<file path="src/rtl/fetch_unit.sv">
// Instruction fetch stage: PC, single-outstanding imem request channel, small instruction buffer to decode.
// Optional build macro FETCH_PERF_CNT_EN adds fetch_count / flush_count performance counters.
module fetch_unit #(
  parameter int              XLEN      = 32,
  parameter logic [XLEN-1:0] RESET_PC  = 32'h0000_0000,
  parameter int              BUF_DEPTH = 2
) (
  input  logic            clk,
  input  logic            rst,
  output logic            imem_req_valid,
  input  logic            imem_req_ready,
  output logic [XLEN-1:0] imem_req_addr,
  input  logic            imem_resp_valid,
  input  logic [31:0]     imem_resp_data,
  input  logic            redirect_valid,
  input  logic [XLEN-1:0] redirect_pc,
  output logic            id_valid,
  input  logic            id_ready,
  output logic [31:0]     id_instr,
  output logic [XLEN-1:0] id_pc,
`ifdef FETCH_PERF_CNT_EN
  output logic [6:0]      id_opcode,
  output logic [31:0]     fetch_count,
  output logic [31:0]     flush_count
`else
  output logic [6:0]      id_opcode
`endif
);

  localparam int             PTR_W   = (BUF_DEPTH > 1) ? $clog2(BUF_DEPTH) : 1;
  localparam logic [PTR_W:0] DEPTH_C = (PTR_W+1)'(BUF_DEPTH);
  localparam logic [31:0]    NOP     = 32'h0000_0013;

  typedef enum logic [1:0] {ISSUE, WAIT, DISCARD} state_t;

  state_t            state_q, state_d;
  logic [XLEN-1:0]   pc_q, req_pc_q;
  logic [PTR_W-1:0]  rd_ptr_q, wr_ptr_q;
  logic [PTR_W:0]    count_q;
  logic [31:0]       buf_instr_q [BUF_DEPTH];
  logic [XLEN-1:0]   buf_pc_q    [BUF_DEPTH];

  logic            req_fire, push, pop;
  logic [XLEN-1:0] redirect_target;

  // Only one request is ever in flight, so in ISSUE a free slot is also the slot
  // reserved for the response; the buffer can therefore never overflow.
  assign imem_req_valid  = !rst && (state_q == ISSUE) && (count_q < DEPTH_C);
  assign imem_req_addr   = pc_q;
  assign req_fire        = imem_req_valid && imem_req_ready;
  assign redirect_target = {redirect_pc[XLEN-1:2], 2'b00};

  // A redirect cancels both buffer operations of its cycle.
  assign push = (state_q == WAIT) && imem_resp_valid && !redirect_valid;
  assign pop  = id_valid && id_ready && !redirect_valid;

  assign id_valid  = (count_q != '0);
  assign id_instr  = buf_instr_q[rd_ptr_q];
  assign id_pc     = buf_pc_q[rd_ptr_q];
  assign id_opcode = id_instr[6:0];

  // NOTE: every signal written here gets a default first, so no latch is inferred.
  always_comb begin
    state_d = state_q;
    unique case (state_q)
      ISSUE:   if (req_fire) state_d = redirect_valid ? DISCARD : WAIT;
      // A response landing in the redirect cycle is the in-flight one; it is
      // dropped there and nothing is left to discard.
      WAIT: begin
        if (imem_resp_valid)     state_d = ISSUE;
        else if (redirect_valid) state_d = DISCARD;
      end
      DISCARD: if (imem_resp_valid) state_d = ISSUE;
      default: state_d = ISSUE;
    endcase
  end

  // NOTE: sequential state is updated with non-blocking assignments only.
  always_ff @(posedge clk) begin
    if (rst) begin
      state_q  <= ISSUE;
      pc_q     <= RESET_PC;
      req_pc_q <= RESET_PC;
    end else begin
      state_q <= state_d;
      if (req_fire) req_pc_q <= pc_q;
      if (redirect_valid) pc_q <= redirect_target;
      else if (req_fire)  pc_q <= pc_q + XLEN'(4);
    end
  end

  // NOTE: the buffer storage is reset on purpose: its head drives id_instr/id_pc,
  // which must show a NOP at PC 0 out of reset.
  always_ff @(posedge clk) begin
    if (rst) begin
      rd_ptr_q <= '0;
      wr_ptr_q <= '0;
      count_q  <= '0;
      for (int i = 0; i < BUF_DEPTH; i++) begin
        buf_instr_q[i] <= NOP;
        buf_pc_q[i]    <= '0;
      end
    end else if (redirect_valid) begin
      rd_ptr_q <= '0;
      wr_ptr_q <= '0;
      count_q  <= '0;
    end else begin
      if (push) begin
        buf_instr_q[wr_ptr_q] <= imem_resp_data;
        buf_pc_q[wr_ptr_q]    <= req_pc_q;
        wr_ptr_q              <= wr_ptr_q + 1'b1;
      end
      if (pop) rd_ptr_q <= rd_ptr_q + 1'b1;
      unique case ({push, pop})
        2'b10:   count_q <= count_q + 1'b1;
        2'b01:   count_q <= count_q - 1'b1;
        default: count_q <= count_q;
      endcase
    end
  end

`ifdef FETCH_PERF_CNT_EN
  always_ff @(posedge clk) begin
    if (rst) begin
      fetch_count <= '0;
      flush_count <= '0;
    end else begin
      if (pop)            fetch_count <= fetch_count + 32'd1;
      if (redirect_valid) flush_count <= flush_count + 32'd1;
    end
  end
`endif

endmodule

</file>
<file path="config.mk">
export PLATFORM = sky130hd
export DESIGN_NAME = fetch_unit
export DESIGN_NICKNAME = d
export VERILOG_FILES = /design/src/rtl/fetch_unit.sv
export SDC_FILE = /design/constraint.sdc
export NUM_CORES = 1
export LEC_CHECK = 0
export CAP_MARGIN = 20
export CORE_MARGIN = 10
export CORE_UTILIZATION = 47
export DETAILED_ROUTE_END_ITERATION = 16
export DONT_BUFFER_PORTS = 1
export GPL_ROUTABILITY_DRIVEN = 0
export SLEW_MARGIN = 0
export SYNTH_ARGS = -nofsm -noshare
export SYNTH_HDL_FRONTEND = slang
export SYNTH_SLANG_ARGS = --single-unit
</file>
<file path="constraint.sdc">
create_clock -name clk -period 13.3 [get_ports clk]
set_input_delay 1.995 -clock clk [delete_from_list [all_inputs] [get_ports clk]]
set_output_delay 1.995 -clock clk [all_outputs]
set_load 0.005 [all_outputs]
</file>
Word-level counts from Yosys, hierarchy flattened
Memories as Yosys holds them, arrays and structs flattened. A register that Yosys moved wholly into a read port is not among the register bits.
Index checks and enable logic that the tools add are counted.
{"block": "op_classes", "n_addsub": 5, "multipliers": 0, "div_mod_pow": 0, "order_cmp": 1, "eq_ne": 7, "shift": 0, "mux": 25, "bitwise": 0, "reduce_logical": 17}
{"cell": "32-bit 2-to-1 mux", "count": 4}
{"cell": "32-bit OR reduction", "count": 2}
{"cell": "32-bit by 3-bit adder with 32-bit output, second input constant", "count": 1}
{"cell": "1-bit 2-to-1 mux", "count": 14}
{"cell": "2-bit 2-to-1 mux", "count": 5}
{"cell": "1-bit logical AND", "count": 7}
{"cell": "2-bit case mux with 3 select lines", "count": 1}
{"cell": "2-bit nonzero test", "count": 3}
{"cell": "2-bit by 1-bit == test with 1-bit output, second input constant", "count": 2}
{"cell": "2-bit == test, second input constant", "count": 2}
{"cell": "2-bit inequality test, second input constant", "count": 2}
{"cell": "2-bit case mux with 2 select lines", "count": 1}
{"cell": "3-bit inequality test, second input constant", "count": 1}
{"cell": "3-bit AND reduction", "count": 1}
{"cell": "1-bit adder, second input constant", "count": 2}
{"cell": "2-bit by 1-bit adder with 2-bit output, second input constant", "count": 1}
{"cell": "1-bit logical NOT", "count": 2}
{"cell": "2-bit logical NOT", "count": 1}
{"cell": "2-bit < comparator, second input constant", "count": 1}
{"cell": "2-bit OR reduction", "count": 1}
{"cell": "2-bit by 1-bit subtractor with 2-bit output, second input constant", "count": 1}
{"block": "word_totals", "register_bits": 70, "latch_bits": 0, "ram_bits": 128, "romBits": 0, "output_inout_bits": 105, "word_cells": 64, "memories": 2}
{"memory": "buf_instr_q", "depth": 2, "width": 32, "rd": 1, "rd_clocked_by_memory_dff": 1, "wr": 2, "line": "40", "text": "logic [31:0] buf_instr_q [BUF_DEPTH];"}
{"memory": "buf_pc_q", "depth": 2, "width": 32, "rd": 1, "rd_clocked_by_memory_dff": 1, "wr": 2, "line": "41", "text": "logic [XLEN-1:0] buf_pc_q [BUF_DEPTH];"}

Logic depth before layout (Yosys ltp)
{"block": "depth", "ltp_word": 9, "mapped_depth": 8}

Least setup slack after synthesis
No wires, ideal clock.
{"block": "synth_timing", "kind": "input to register", "start": "input port redirect_valid", "end": "memory buf_instr_q[0][0] (enable)", "setup_ns": 0.495, "arrival_ns": 5.397, "required_time_ns": 12.805, "path_slack_ns": 7.408, "path_stages": 3, "n_path_buf": 1, "cell_sequence": "clkbuf_1 > or3_1 > o21bai_1"}
{"element": "start, declared", "line": "15", "text": "input logic redirect_valid,"}
{"element": "end, declared", "line": "40"}

Worst setup path after layout
{"block": "layout_timing", "start": "input port rst", "end": "output port imem_req_valid"}
{"block": "layout_between", "elab_chain_len": 3}
{"element": "start, declared", "line": "9", "text": "input logic rst,"}
{"element": "1-bit logical NOT", "line": "48", "text": "assign imem_req_valid = !rst && (state_q == ISSUE) && (count_q < DEPTH_C);"}
{"element": "1-bit logical AND (2 in series)", "line": "48"}
{"element": "end, declared", "line": "10", "text": "output logic imem_req_valid,"}
No other way between the ends.

==> impl_results.md <==
* Pwr/cell area at around 130 nW/µm²
* Slowest CP cell: nor4_1
* Core footprint at approximately 18000 µm²
* Initial antenna violation count at 0
* Final hold vios at 0
* Slew headroom at approximately 36%
* Setup TNS Final at 0 ns
* Num CTS Buffers at 17
* Maximum vdd drop at 0.0903 mV
* Final setup vio count at 0
* Setup WS post-layout at about 8.7 ns
* CP top delay family: simple AND/OR/NAND/NOR gates
* ANT cells at 0
* Layout area overhead at 8.48%
* CP Data Required Time at about 11 ns
* Port Buf Inserts at 0
* Post-CTS resize count at 0
* Clock sinks at 191
* Largest net degree at the start of global routing at 71
* Arrival time worst endpoint at about 2.6 ns
* Final Util at about half
* Worst-path cell chain: nor4_1
* Routed wire per std cell at ~20 µm
* Commonest non-fill, non-tap cell in the layout: edfxtp_1
* GR Util All Layers at ~16%
* DRC at 0
* WL final at 19500 µm
* Class of the worst hold path: reg -> reg
* Max cap viols at 0
* Die area at 23900 µm²
* CP max stage delay at between 0.5 and 0.6 ns
* Worst Path Max Fanout at 70
* Async set or reset register ratio after synthesis at 0%
* Static Leak at 3.28 nW
* Fmax at around 220 MHz
* Critical path class: in -> out
* Router iterations before antenna repair at 4
* Crit path launch type: input pin
* Share of layout cells above drive strength 1 at 15.0%
* Slew @ Worst Pin at between 0.9 and 1 ns
* Commonest non-fill, non-tap cells in the layout: 124 x edfxtp_1, 119 x and2_1, 78 x nand2_1
* NumNets Final at between 700 and 800
* Root Driver: clkbuf_16
* Final period util at roughly a third
* Synthesized flop and latch total at roughly 190
* Clk slew on worst S/H paths at 0.07 ns
* Initial Util at approximately 48%
* Post-synth top flop: edfxtp_1
* Fill cells at 1568
* Row cnt at just under 50
* Final HPWL DP at approximately 13000 µm
* Post-Syn Area at 8530 µm²
* Worst setup EP type: primary output
* Syn. warnings at 0
* Synth top area share at between 40% and 50%
* Die W at roughly 150 µm
* Critical path buffer and inverter count at 0
* H-Tree Depth at 4
* Post-Syn Area per Cell at 11.5 µm²
* RSZ-0062 raised after global routing: no
* Slew Limit Fails at 0
* Status: completed
* EDFF count, synth at 124
* Vias in the first global route at about 5200
* DR vias at just over 5000
* DR iter-0 viols at between 200 and 250
* Global-route wire length before repair at ~30000 µm
* Period minus WS final at about 4.6 ns
* DIE HEIGHT at 155 µm
* Most area-consuming cells after synthesis: edfxtp_1 44%, dfxtp_1 16%, and2_1 8.7%
* Hold-fix buffers, CTS at 0
* Final ANT Viol Nets at 0
* Post-synth cell types at 42
* Yosys top cell by area: edfxtp_1
* Seq/Total Area, Yosys at about three fifths
* CTS tree: done
* Dpl ws at a little under 9 ns
* Worst skew pair latency at roughly 0.42 ns
* Skew final at between 0.01 and 0.015 ns
* Total global routing overflow at 0
* Vias per cell at 5.39
* Clock Path Buffers at 2
* Mapped Cells at 740
* Ports at 175
* Post-CTS Setup Bufs at 0
-- power breakdown --
group	switching, mW	internal, mW
Clock	0.228	0.273
Combinational	0.0296	0.0201
Sequential	0.0190	0.652
Total	0.276	0.944
-- final timing paths --
kind                            slack, ns                      endpoint                      start  depth (start not counted)
worst max-delay path                 8.72                imem_req_valid                        rst                          1
worst min-delay path                 0.46     req_pc_q[31]$_SDFFE_PP0P_  req_pc_q[31]$_SDFFE_PP0P_                          2
worst max register to register      10.55  buf_pc_q[1][8]$_SDFFCE_PN0P_    state_q[0]$_SDFFE_PP0P_                          4
worst min register to register       0.46     req_pc_q[31]$_SDFFE_PP0P_  req_pc_q[31]$_SDFFE_PP0P_                          2
-- registers in the layout, indices dropped and copies added, names as in the netlist, named ones only --
register / cells
buf_instr_q: 64
buf_pc_q: 60
count_q: 2
imem_req_addr: 30
rd_ptr_q: 1
req_pc_q: 30
state_q: 2
wr_ptr_q: 1
-- synthesized netlist by cell type (8+ instances only) --
| master | number |
|---|---|
| and2_1 | 119 |
| buf_4 | 11 |
| xor2_1 | 8 |
| inv_1 | 23 |
| nand4_1 | 15 |
| clkbuf_1 | 41 |
| mux2_2 | 62 |
| o21a_1 | 21 |
| edfxtp_1 | 124 |
| dfxtp_1 | 67 |
| a21oi_1 | 58 |
| nand3_1 | 15 |
| xnor2_1 | 24 |
| nor2_1 | 19 |
| nand2_1 | 78 |
-- cells by family after synthesis --
group | synth area share (%)
buf+inv | 3.93
mux | 8.77
other cells | 0.0440
flops | 59.4
simple gates | 18.6
xor+xnor | 3.28
fa+ha+maj | 0.293
compound gates | 5.75
-- metrics by stage --
stage / cells / total power, mW / cell area, µm² / hold WS (ns)
4_1_cts: 954 / 1.23 / 9260 / 0.460
3_3_place_gp: 921 / 0.733 / 8650 / 0.442
6_report: 954 / 1.22 / 9260 / 0.458
3_5_place_dp: 922 / 0.736 / 8660 / 0.451
5_1_grt: 954 / 1.26 / 9260 / 0.482
2_1_floorplan: 743 / 0.724 / 8540 / 0.440
-- worst register-to-register path: stages (launching register included) --
cell and delay [ns]:
dfxtp_1 0.40, nand2_1 0.20, nor4b_4 0.29, buf_4 0.57, or2_4 0.83
-- final cells by class --
type | count | area (µm²) | area share (%)
flip-flops and latches | 191 | 5070 | 54.8
multi-input cells | 474 | 3180 | 34.4
clock buffers | 22 | 497 | 5.37
well taps | 229 | 287 | 3.10
clock inverters | 10 | 96.3 | 1.04
inverters | 23 | 86.3 | 0.933
repair buffers | 5 | 41.3 | 0.446
-- per-layer routing --
| metal | vias to the layer above | part of all wire [%] | routed length, µm | GRT usage [%] |
|---|---|---|---|---|
| li1 | 2487 | - | - | - |
| met1 | 2509 | 42 | 8260 | 19.5 |
| met2 | 131 | 48 | 9420 | 25.8 |
| met3 | 17 | 8.0 | 1560 | 6.07 |
| met4 | 0 | 1.2 | 227 | 4.95 |
| met5 | - | 0 | 0 | 0 |
Note: power is estimated with default switching activity, not from simulation.
